===== src/rtl/issue_sched_pkg.sv =====
// Shared sizing and offer-FSM encoding for the issue scheduler.
package issue_sched_pkg;

    localparam int unsigned NENT = 32;
    localparam int unsigned AW   = 5;

    typedef enum logic [0:0] {
        IDLE  = 1'b0,
        OFFER = 1'b1
    } state_e;

endpackage


===== src/rtl/select_tree.sv =====
// Pairwise binary select tree: lowest-index asserted request wins.
module select_tree #(
    parameter int unsigned N = 32,
    parameter int unsigned W = 5
) (
    input  logic [N-1:0] req,
    output logic         any_ready,
    output logic [W-1:0] win_idx
);

    localparam int unsigned LV = $clog2(N);

    // Level l holds N>>l nodes; each node prefers its left (lower-index) child.
    for (genvar l = 0; l <= LV; l++) begin : g_lvl
        localparam int unsigned M = N >> l;
        logic [M-1:0]        any_v;
        logic [M-1:0][W-1:0] idx_v;

        if (l == 0) begin : g_leaf
            assign any_v = req;
            for (genvar j = 0; j < M; j++) begin : g_idx
                assign idx_v[j] = W'(j);
            end
        end else begin : g_node
            for (genvar k = 0; k < M; k++) begin : g_sel
                assign any_v[k] = g_lvl[l-1].any_v[2*k] | g_lvl[l-1].any_v[2*k+1];
                assign idx_v[k] = g_lvl[l-1].any_v[2*k] ? g_lvl[l-1].idx_v[2*k]
                                                         : g_lvl[l-1].idx_v[2*k+1];
            end
        end
    end

    assign any_ready = g_lvl[LV].any_v[0];
    assign win_idx   = g_lvl[LV].idx_v[0];

endmodule


===== src/rtl/issue_sched.sv =====
// Issue queue scheduler: lowest-free allocation, wakeup, and a held one-at-a-time
// issue offer with back-to-back accept.
module issue_sched #(
    parameter int unsigned NENT = issue_sched_pkg::NENT,
    parameter int unsigned AW   = issue_sched_pkg::AW
) (
    input  logic          clk,
    input  logic          resetn,
    input  logic          flush,
    input  logic          alloc_valid,
    input  logic          alloc_rdy_in,
    output logic          alloc_ready,
    output logic [AW-1:0] alloc_idx,
    input  logic          wakeup_valid,
    input  logic [AW-1:0] wakeup_idx,
    output logic          issue_valid,
    output logic [AW-1:0] issue_idx,
    input  logic          issue_ready,
    output logic [AW:0]   count,
    output logic          full,
    output logic          empty
);

    import issue_sched_pkg::*;

    localparam int unsigned CW = AW + 1;

    logic [NENT-1:0] valid_q, valid_d;
    logic [NENT-1:0] rdy_q,   rdy_d;
    logic [NENT-1:0] pend_q,  pend_d;
    state_e          state_q, state_d;
    logic            issue_valid_q, issue_valid_d;
    logic [AW-1:0]   issue_idx_q,   issue_idx_d;
    logic [CW-1:0]   count_q,       count_d;
    logic            full_q,        full_d;
    logic            empty_q,       empty_d;
    logic            live_q;

    logic [NENT-1:0] cand;
    logic            cand_any;
    logic [AW-1:0]   cand_idx;
    logic            free_any;
    logic [AW-1:0]   free_idx;
    logic            alloc_fire;
    logic            issue_fire;

    assign cand = valid_q & rdy_q & ~pend_q;

    select_tree #(.N(NENT), .W(AW)) u_issue_sel (
        .req       (cand),
        .any_ready (cand_any),
        .win_idx   (cand_idx)
    );

    select_tree #(.N(NENT), .W(AW)) u_free_sel (
        .req       (~valid_q),
        .any_ready (free_any),
        .win_idx   (free_idx)
    );

    // live_q keeps alloc_ready low until the first edge after reset release.
    assign alloc_ready = live_q & free_any & ~flush;
    assign alloc_idx   = free_idx;
    assign alloc_fire  = alloc_valid & alloc_ready;
    assign issue_fire  = (state_q == OFFER) & issue_ready;

    always_comb begin
        valid_d       = valid_q;
        rdy_d         = rdy_q;
        pend_d        = pend_q;
        state_d       = state_q;
        issue_valid_d = issue_valid_q;
        issue_idx_d   = issue_idx_q;

        // Wakeup only lands on entries that are already valid before this edge.
        if (wakeup_valid && valid_q[wakeup_idx]) begin
            rdy_d[wakeup_idx] = 1'b1;
        end

        case (state_q)
            IDLE: begin
                if (cand_any) begin
                    state_d             = OFFER;
                    issue_valid_d       = 1'b1;
                    issue_idx_d         = cand_idx;
                    pend_d[cand_idx]    = 1'b1;
                end
            end
            OFFER: begin
                if (issue_ready) begin
                    valid_d[issue_idx_q] = 1'b0;
                    rdy_d[issue_idx_q]   = 1'b0;
                    pend_d[issue_idx_q]  = 1'b0;
                    if (cand_any) begin
                        issue_idx_d      = cand_idx;
                        pend_d[cand_idx] = 1'b1;
                    end else begin
                        state_d       = IDLE;
                        issue_valid_d = 1'b0;
                    end
                end
            end
            default: begin
                state_d       = IDLE;
                issue_valid_d = 1'b0;
            end
        endcase

        if (alloc_fire) begin
            valid_d[free_idx] = 1'b1;
            rdy_d[free_idx]   = alloc_rdy_in;
        end

        count_d = count_q + CW'(alloc_fire) - CW'(issue_fire);

        if (flush) begin
            valid_d       = '0;
            rdy_d         = '0;
            pend_d        = '0;
            state_d       = IDLE;
            issue_valid_d = 1'b0;
            count_d       = '0;
        end

        full_d  = (count_d == CW'(NENT));
        empty_d = (count_d == '0);
    end

    always_ff @(posedge clk or negedge resetn) begin
        if (!resetn) begin
            valid_q       <= '0;
            rdy_q         <= '0;
            pend_q        <= '0;
            state_q       <= IDLE;
            issue_valid_q <= 1'b0;
            issue_idx_q   <= '0;
            count_q       <= '0;
            full_q        <= 1'b0;
            empty_q       <= 1'b1;
            live_q        <= 1'b0;
        end else begin
            valid_q       <= valid_d;
            rdy_q         <= rdy_d;
            pend_q        <= pend_d;
            state_q       <= state_d;
            issue_valid_q <= issue_valid_d;
            issue_idx_q   <= issue_idx_d;
            count_q       <= count_d;
            full_q        <= full_d;
            empty_q       <= empty_d;
            live_q        <= 1'b1;
        end
    end

    assign issue_valid = issue_valid_q;
    assign issue_idx   = issue_idx_q;
    assign count       = count_q;
    assign full        = full_q;
    assign empty       = empty_q;

endmodule

===== config.mk =====
export PLATFORM = sky130hd
export DESIGN_NAME = issue_sched
export DESIGN_NICKNAME = d
export VERILOG_FILES = /design/src/rtl/issue_sched_pkg.sv /design/src/rtl/select_tree.sv /design/src/rtl/issue_sched.sv
export SDC_FILE = /design/constraint.sdc
export NUM_CORES = 1
export LEC_CHECK = 0
export CAP_MARGIN = 0
export CORE_MARGIN = 1
export CORE_UTILIZATION = 47
export DETAILED_ROUTE_END_ITERATION = 7
export GPL_TIMING_DRIVEN = 1
export PLACE_DENSITY = 0.67
export SLEW_MARGIN = 20
export SYNTH_ARGS = -nofsm -noshare
export SYNTH_HDL_FRONTEND = slang
export SYNTH_SLANG_ARGS = --single-unit
export TNS_END_PERCENT = 20

===== constraint.sdc =====
create_clock -name clk -period 3.1 [get_ports clk]
set_input_delay 0.62 -clock clk [delete_from_list [all_inputs] [get_ports clk]]
set_output_delay 0.62 -clock clk [all_outputs]
set_load 0.005 [all_outputs]

# --- Word level (Yosys, flattened, before mapping) ---
# Index checks and enable logic that the tools add are counted.
# W data, S select, Z words.
op_classes:
  addsub: 2
  order_cmp: 8
  eq_ne: 5
  n_mux: 100
  bitwise: 80
  reduce_logical: 8
op_table:
  columns: ["op", "count"]
  rows:
  - ["$mux W32", 13]
  - ["$and A32 B32 Y32", 5]
  - ["$mux W5", 32]
  - ["$or A32 B32 Y32", 4]
  - ["$not A32 Y32", 3]
  - ["$pmux W32 S2", 1]
  - ["$or A1 B1 Y1", 62]
  - ["$mux W1", 44]
  - ["$bwmux W32", 1]
  - ["$lt A5 B6 Y1 const B", 4]
  - ["$demux W1 S5", 4]
  - ["$ge A5 B1 Y1 const B", 4]
  - ["$pmux W5 S2", 1]
  - ["$ne A3 B3 Y1 const B", 3]
  - ["$add A6 B1 Y6", 1]
  - ["$eq A6 B6 Y1 const B", 1]
  - ["$logic_not A6 Y1", 1]
  - ["$mux W6", 1]
  - ["$sub A6 B1 Y6", 1]
  - ["$bmux W1 S5", 1]
  - ["$logic_and A1 B1 Y1", 5]
  - ["$and A1 B1 Y1", 4]
  - ["$pmux W1 S2", 2]
  - ["$reduce_and A3 Y1", 1]
  - ["other kinds (3)", 4]
totals:
  regBits: 112
  word_cells: 213

# --- Logic depth before layout (Yosys ltp) ---
depth:
  depth_word: 16
  depth_mapped: 16
  mapped_depth_nobuf: 15

# --- By module ---
# A second synthesis with hierarchy kept.
hier_totals:
  cells_unflattened: 900
  area_unflattened_um2: 7254.5
by_module_without_submodules:
  columns: ["module", "n_inst", "cells_per_inst", "area_per_inst_um2"]
  rows:
  - ["issue_sched", 1, 784, 6561.3]
  - ["select_tree", 2, 58, 346.6]

# --- Worst setup path after synthesis ---
# OpenSTA, ideal clock, no wires.
synth_timing:
  kind: "flip-flop to flip-flop"
  startpoint: "register valid_q[0]"
  endpoint: "register full_q (netlist: full)"
  setup_time_ps: 86
  arrival_time_ps: 3286
  t_required_ps: 3014
  path_slack_ps: -272
  path_stages_with_launch: 14
  path_buffers: 1
  synth_period_minus_slack_ps: 3372
  cell_sequence: "dfrtp_1 > nand4_1 > or3_1 > clkbuf_1 > nor2_1 > a31o_2 > ha_1 > inv_1 > ha_1 > fa_1 > nor2b_1 > or3_1 > or3_1 > nor3_1"
synth_via:
  elab_chain_cells: 13
synth_lines:
  columns: ["item", "line", "rtl"]
  rows:
  - ["from (decl)", "issue_sched.sv:28", "logic [NENT-1:0] valid_q, valid_d;"]
  - ["from (signal assigned)", "issue_sched.sv:142", "valid_q <= valid_d;"]
  - ["$not A32 Y32", "issue_sched.sv:56", ".req (~valid_q),"]
  - ["$or A1 B1 Y1 (5 in a row)", "select_tree.sv:26", "assign any_v[k] = g_lvl[l-1].any_v[2*k] | g_lvl[l-1].any_v[2*k+1];"]
  - ["$and A1 B1 Y1 (2 in a row)", "issue_sched.sv:62", "assign alloc_ready = live_q & free_any & ~flush;"]
  - ["$and A1 B1 Y1", "issue_sched.sv:64", "assign alloc_fire = alloc_valid & alloc_ready;"]
  - ["$add A6 B1 Y6", "issue_sched.sv:114", "count_d = count_q + CW'(alloc_fire) - CW'(issue_fire);"]
  - ["$sub A6 B1 Y6", "issue_sched.sv:114", null]
  - ["$mux W6", "issue_sched.sv:116", "if (flush) begin"]
  - ["via count_d[1]", "issue_sched.sv:34", "logic [CW-1:0] count_q, count_d;"]
  - ["$eq A6 B6 Y1", "issue_sched.sv:125", "full_d = (count_d == CW'(NENT));"]
  - ["via full_d", "issue_sched.sv:35", "logic full_q, full_d;"]
  - ["to (signal assigned)", "issue_sched.sv:149", "full_q <= full_d;"]
  - ["to (decl)", "issue_sched.sv:35", null]
# The timed path passes the listed nets, and every way through them passes these cells.
# A chain may end at the register's enable or synchronous reset.

# --- Final worst setup path ---
layout_timing:
  startpoint: "register valid_q[12]"
  endpoint: "register empty_q (netlist: empty)"
layout_via:
  elab_chain_cells: 13
layout_lines:
  columns: ["item", "line", "rtl"]
  rows:
  - ["$not A32 Y32", "issue_sched.sv:56", null]
  - ["$or A1 B1 Y1 (5 in a row)", "select_tree.sv:26", null]
  - ["$and A1 B1 Y1 (2 in a row)", "issue_sched.sv:62", null]
  - ["$and A1 B1 Y1", "issue_sched.sv:64", null]
  - ["$add A6 B1 Y6", "issue_sched.sv:114", null]
  - ["$sub A6 B1 Y6", "issue_sched.sv:114", null]
  - ["$mux W6", "issue_sched.sv:116", null]
  - ["via count_d[2]", "issue_sched.sv:34", null]
  - ["$logic_not A6 Y1", "issue_sched.sv:126", "empty_d = (count_d == '0);"]
  - ["via empty_d", "issue_sched.sv:36", "logic empty_q, empty_d;"]
  - ["to (signal assigned)", "issue_sched.sv:150", "empty_q <= empty_d;"]
  - ["to (decl)", "issue_sched.sv:36", null]
# The timed path passes the listed nets, and every way through them passes these cells.

==> flow_metrics.tcl <==
set metrics [dict create \
    antenna_found_initial 0 \
    fin_ws_ps 15.6 \
    top_layer_used "met4" \
    worstPathRequired_ps 3400 \
    final_nets 888 \
    antenna_left 0 \
    cp_max_fo 2 \
    synth_ff_type "dfrtp_1" \
    ir_drop_mv 0.290 \
    hp-class "primary input to asynchronous set/reset pin" \
    drt_iter0_drc 792 \
    place_ws_ps -401 \
    yosys.area.top_type_share_pct 41.5 \
    worstMarginPinSlew_ps 934 \
    gp_congestion 1.04 \
    core_region_area_mm2 0.0139 \
    async_reset_ff_share_pct 100 \
    drive_above_1_share_pct 17.3 \
    wirelength_um 25000 \
    p_total_mw 3.35 \
    grt_pass1_wl_um 38100 \
    met3_length_um 2480 \
    crit_arrival_ps 3380 \
    synthCells 762 \
    cts-root-buf "clkbuf_16" \
    route.detailed.drc 0 \
    grtUsageTotal_pct 35.3 \
    wl_met1_um 10300 \
    min_period_ps 3080 \
    timing_worst_setup_path_type "register to register" \
    syn-cell-area_mm2 0.00670 \
    hold_viol_final 0 \
    cts_made_buffers 9 \
    dp_hpwl_um 18200 \
    cts_hold_buf 0 \
    ys_seq_elements 112 \
    cp-end-kind "register" \
    ys_seq_area_share_pct 41.9 \
    synth_enable_flop_cells 0 \
    relSlewSlack_pct 37.7 \
    syn_nets 781 \
    die_w_um 121 \
    n_antenna_cell 0 \
    die_area_mm2 0.0147 \
    synth_most_common_cell "dfrtp_1" \
    grt_overflow 0 \
    portBuffers 31 \
    vias 6894 \
    status "finished, final reports clean" \
    yosysUniqueCellTypes 69 \
    avgRoutedWirePerCell_um 23.7 \
    maxCapViolations 0 \
    ys_warn_count 0 \
    dr.pass1.iters 5 \
    viasPerCell 6.55 \
    initial_utilization_pct 48.3 \
    worstSkewPairLatency_ps 360 \
    leakage_nw 3.69 \
    synth.avg_cell_area_um2 8.79 \
    cts_tree "done" \
    cts.path.max_buffers 2 \
    skew_ps 8.35 \
    die_height_um 121 \
    p_per_area_mw_per_mm2 406 \
    area_growth_pct 23.0 \
    htree_num_levels 3 \
    rows 43 \
    fmax_ghz 0.324 \
    clkTransAtPathRegs_ps 80 \
    synth_common_cells "dfrtp_1, o21ai_0, nand2_1" \
    start_kind "register" \
    grt_pass1_vias 6732 \
    synth_top_area_cell "dfrtp_1" \
    final-max-slew-violation-count 0 \
    wl_met2_um 10900 \
    setup_violations 0 \
    finalCritPeriodShare_pct 99.5 \
    grt_max_degree 87 \
    rsz0062_at_grt "true" \
    io_pins 32 \
    clock_sink_count 112 \
    yosys-top-cells-area "dfrtp_1, o21ai_0, a21oi_1" \
]
-- placed cells by master, fill, tap and decap left out, types with 4 or more instances in the layout --
cell type and n:
a41oi_1 6, o22ai_1 10, a211oi_1 4, nand3b_1 21, and3_1 31, or3_1 7
and3b_1 4, a22o_1 20, nor3_1 17, nor2b_1 10, nor3_2 4, nand2b_1 7
buf_4 94, o21ai_0 88, mux2_2 8, nor3b_1 8, nand4_1 11, nand3_1 13
mux2i_1 29, a21oi_1 74, nand2_1 86, ha_1 4, a32o_1 4, dfrtp_1 110
inv_1 17, a31oi_1 8, o21a_1 5, clkbuf_16 9, nor2_1 48, and2_1 8
clkdlybuf4s50_1 28
-- critical path: stages, from the launching register on --
cell     delay [ps]
dfrtp_1         350
nand4_1         220
or2_4           320
nor2_4          160
a31o_4          190
ha_4            130
inv_2            30
ha_4            150
fa_2            350
xnor2_1         170
nor2_1           70
or3_1           400
or3_4           350
nor2_2          120
-- worst paths after layout --
path | endpoint | slack (ps) | start | cells after the start
worst max-delay path | empty | 20 | valid_q[12] | 13
worst min-delay path | pend_q[26] | 250 | resetn | 1
worst max register to register | empty | 20 | valid_q[12] | 13
worst min register to register | pend_q[20] | 480 | pend_q[20] | 2
max in group asynchronous | empty | 2150 | resetn | 2
min in group clk | pend_q[20] | 480 | pend_q[20] | 2
-- layer usage --
metal	vias up	track usage (%)
met5	-	0
met4	0	21.1
met3	97	6.25
met2	414	52.5
met1	3325	47.8
li1	3058	-
-- what timing repair did --
item / 4_1_cts / 5_1_grt
pin swaps: 3 / 6
endpoints found under the setup margin: 3 / 3
gates resized for setup: 6 / 8
buffers inserted: 1 / 2
-- registers in the layout (all words and copies together), names as in the netlist --
signal / count
state_q: 1
live_q: 1
issue_idx: 5
issue_valid: 1
count: 6
full: 1
pend_q: 32
rdy_q: 32
empty: 1
valid_q: 32
-- where the power goes --
group	internal (mW)	leakage (nW)	switching (mW)
logic	0.243	2.01	0.340
registers	1.51	1.54	0.0619
clock network	0.624	0.135	0.566
-- metrics by stage --
step | instance area (um2) | std cells | setup TNS, ps | utilization [%] | hold slack (ps)
after CTS | 8180 | 1051 | -93.7 | 58.9 | 263
after global placement | 7860 | 1035 | -993 | 56.7 | 464
after detailed placement | 7870 | 1035 | -924 | 56.7 | 465
after floorplan | 6720 | 762 | -127 | - | 324
final | 8240 | 1053 | 0 | 59.4 | 247
after global routing | 8240 | 1053 | -222 | 59.4 | 289
-- cell type report --
type / count / area [um2]
timing repair buffer: 127 / 1060
multi-input combinational: 601 / 3800
sequential: 112 / 2810
inverter: 18 / 67.6
fill: 1251 / 5640
tap: 180 / 225
clock inverter: 5 / 58.8
clock buffer: 10 / 229
-- cells by family (layout without fill, tap and decap cells) --
| kind of cell | Yosys count | count (layout) | share of synthesized area, % |
|---|---|---|---|
| AOI/OAI and AO/OA | 257 | 257 | 24.2 |
| xor gates and xnor gates | 5 | 5 | 0.654 |
| other | 1 | 1 | 0.0560 |
| and+or+nand+nor | 291 | 291 | 22.4 |
| muxes | 40 | 40 | 6.69 |
| adders and majority gates | 7 | 7 | 1.42 |
| DFF | 112 | 112 | 41.9 |
| buffers and inverters | 49 | 160 | 2.78 |
No activity file was read; power rests on OpenSTA's default activity.
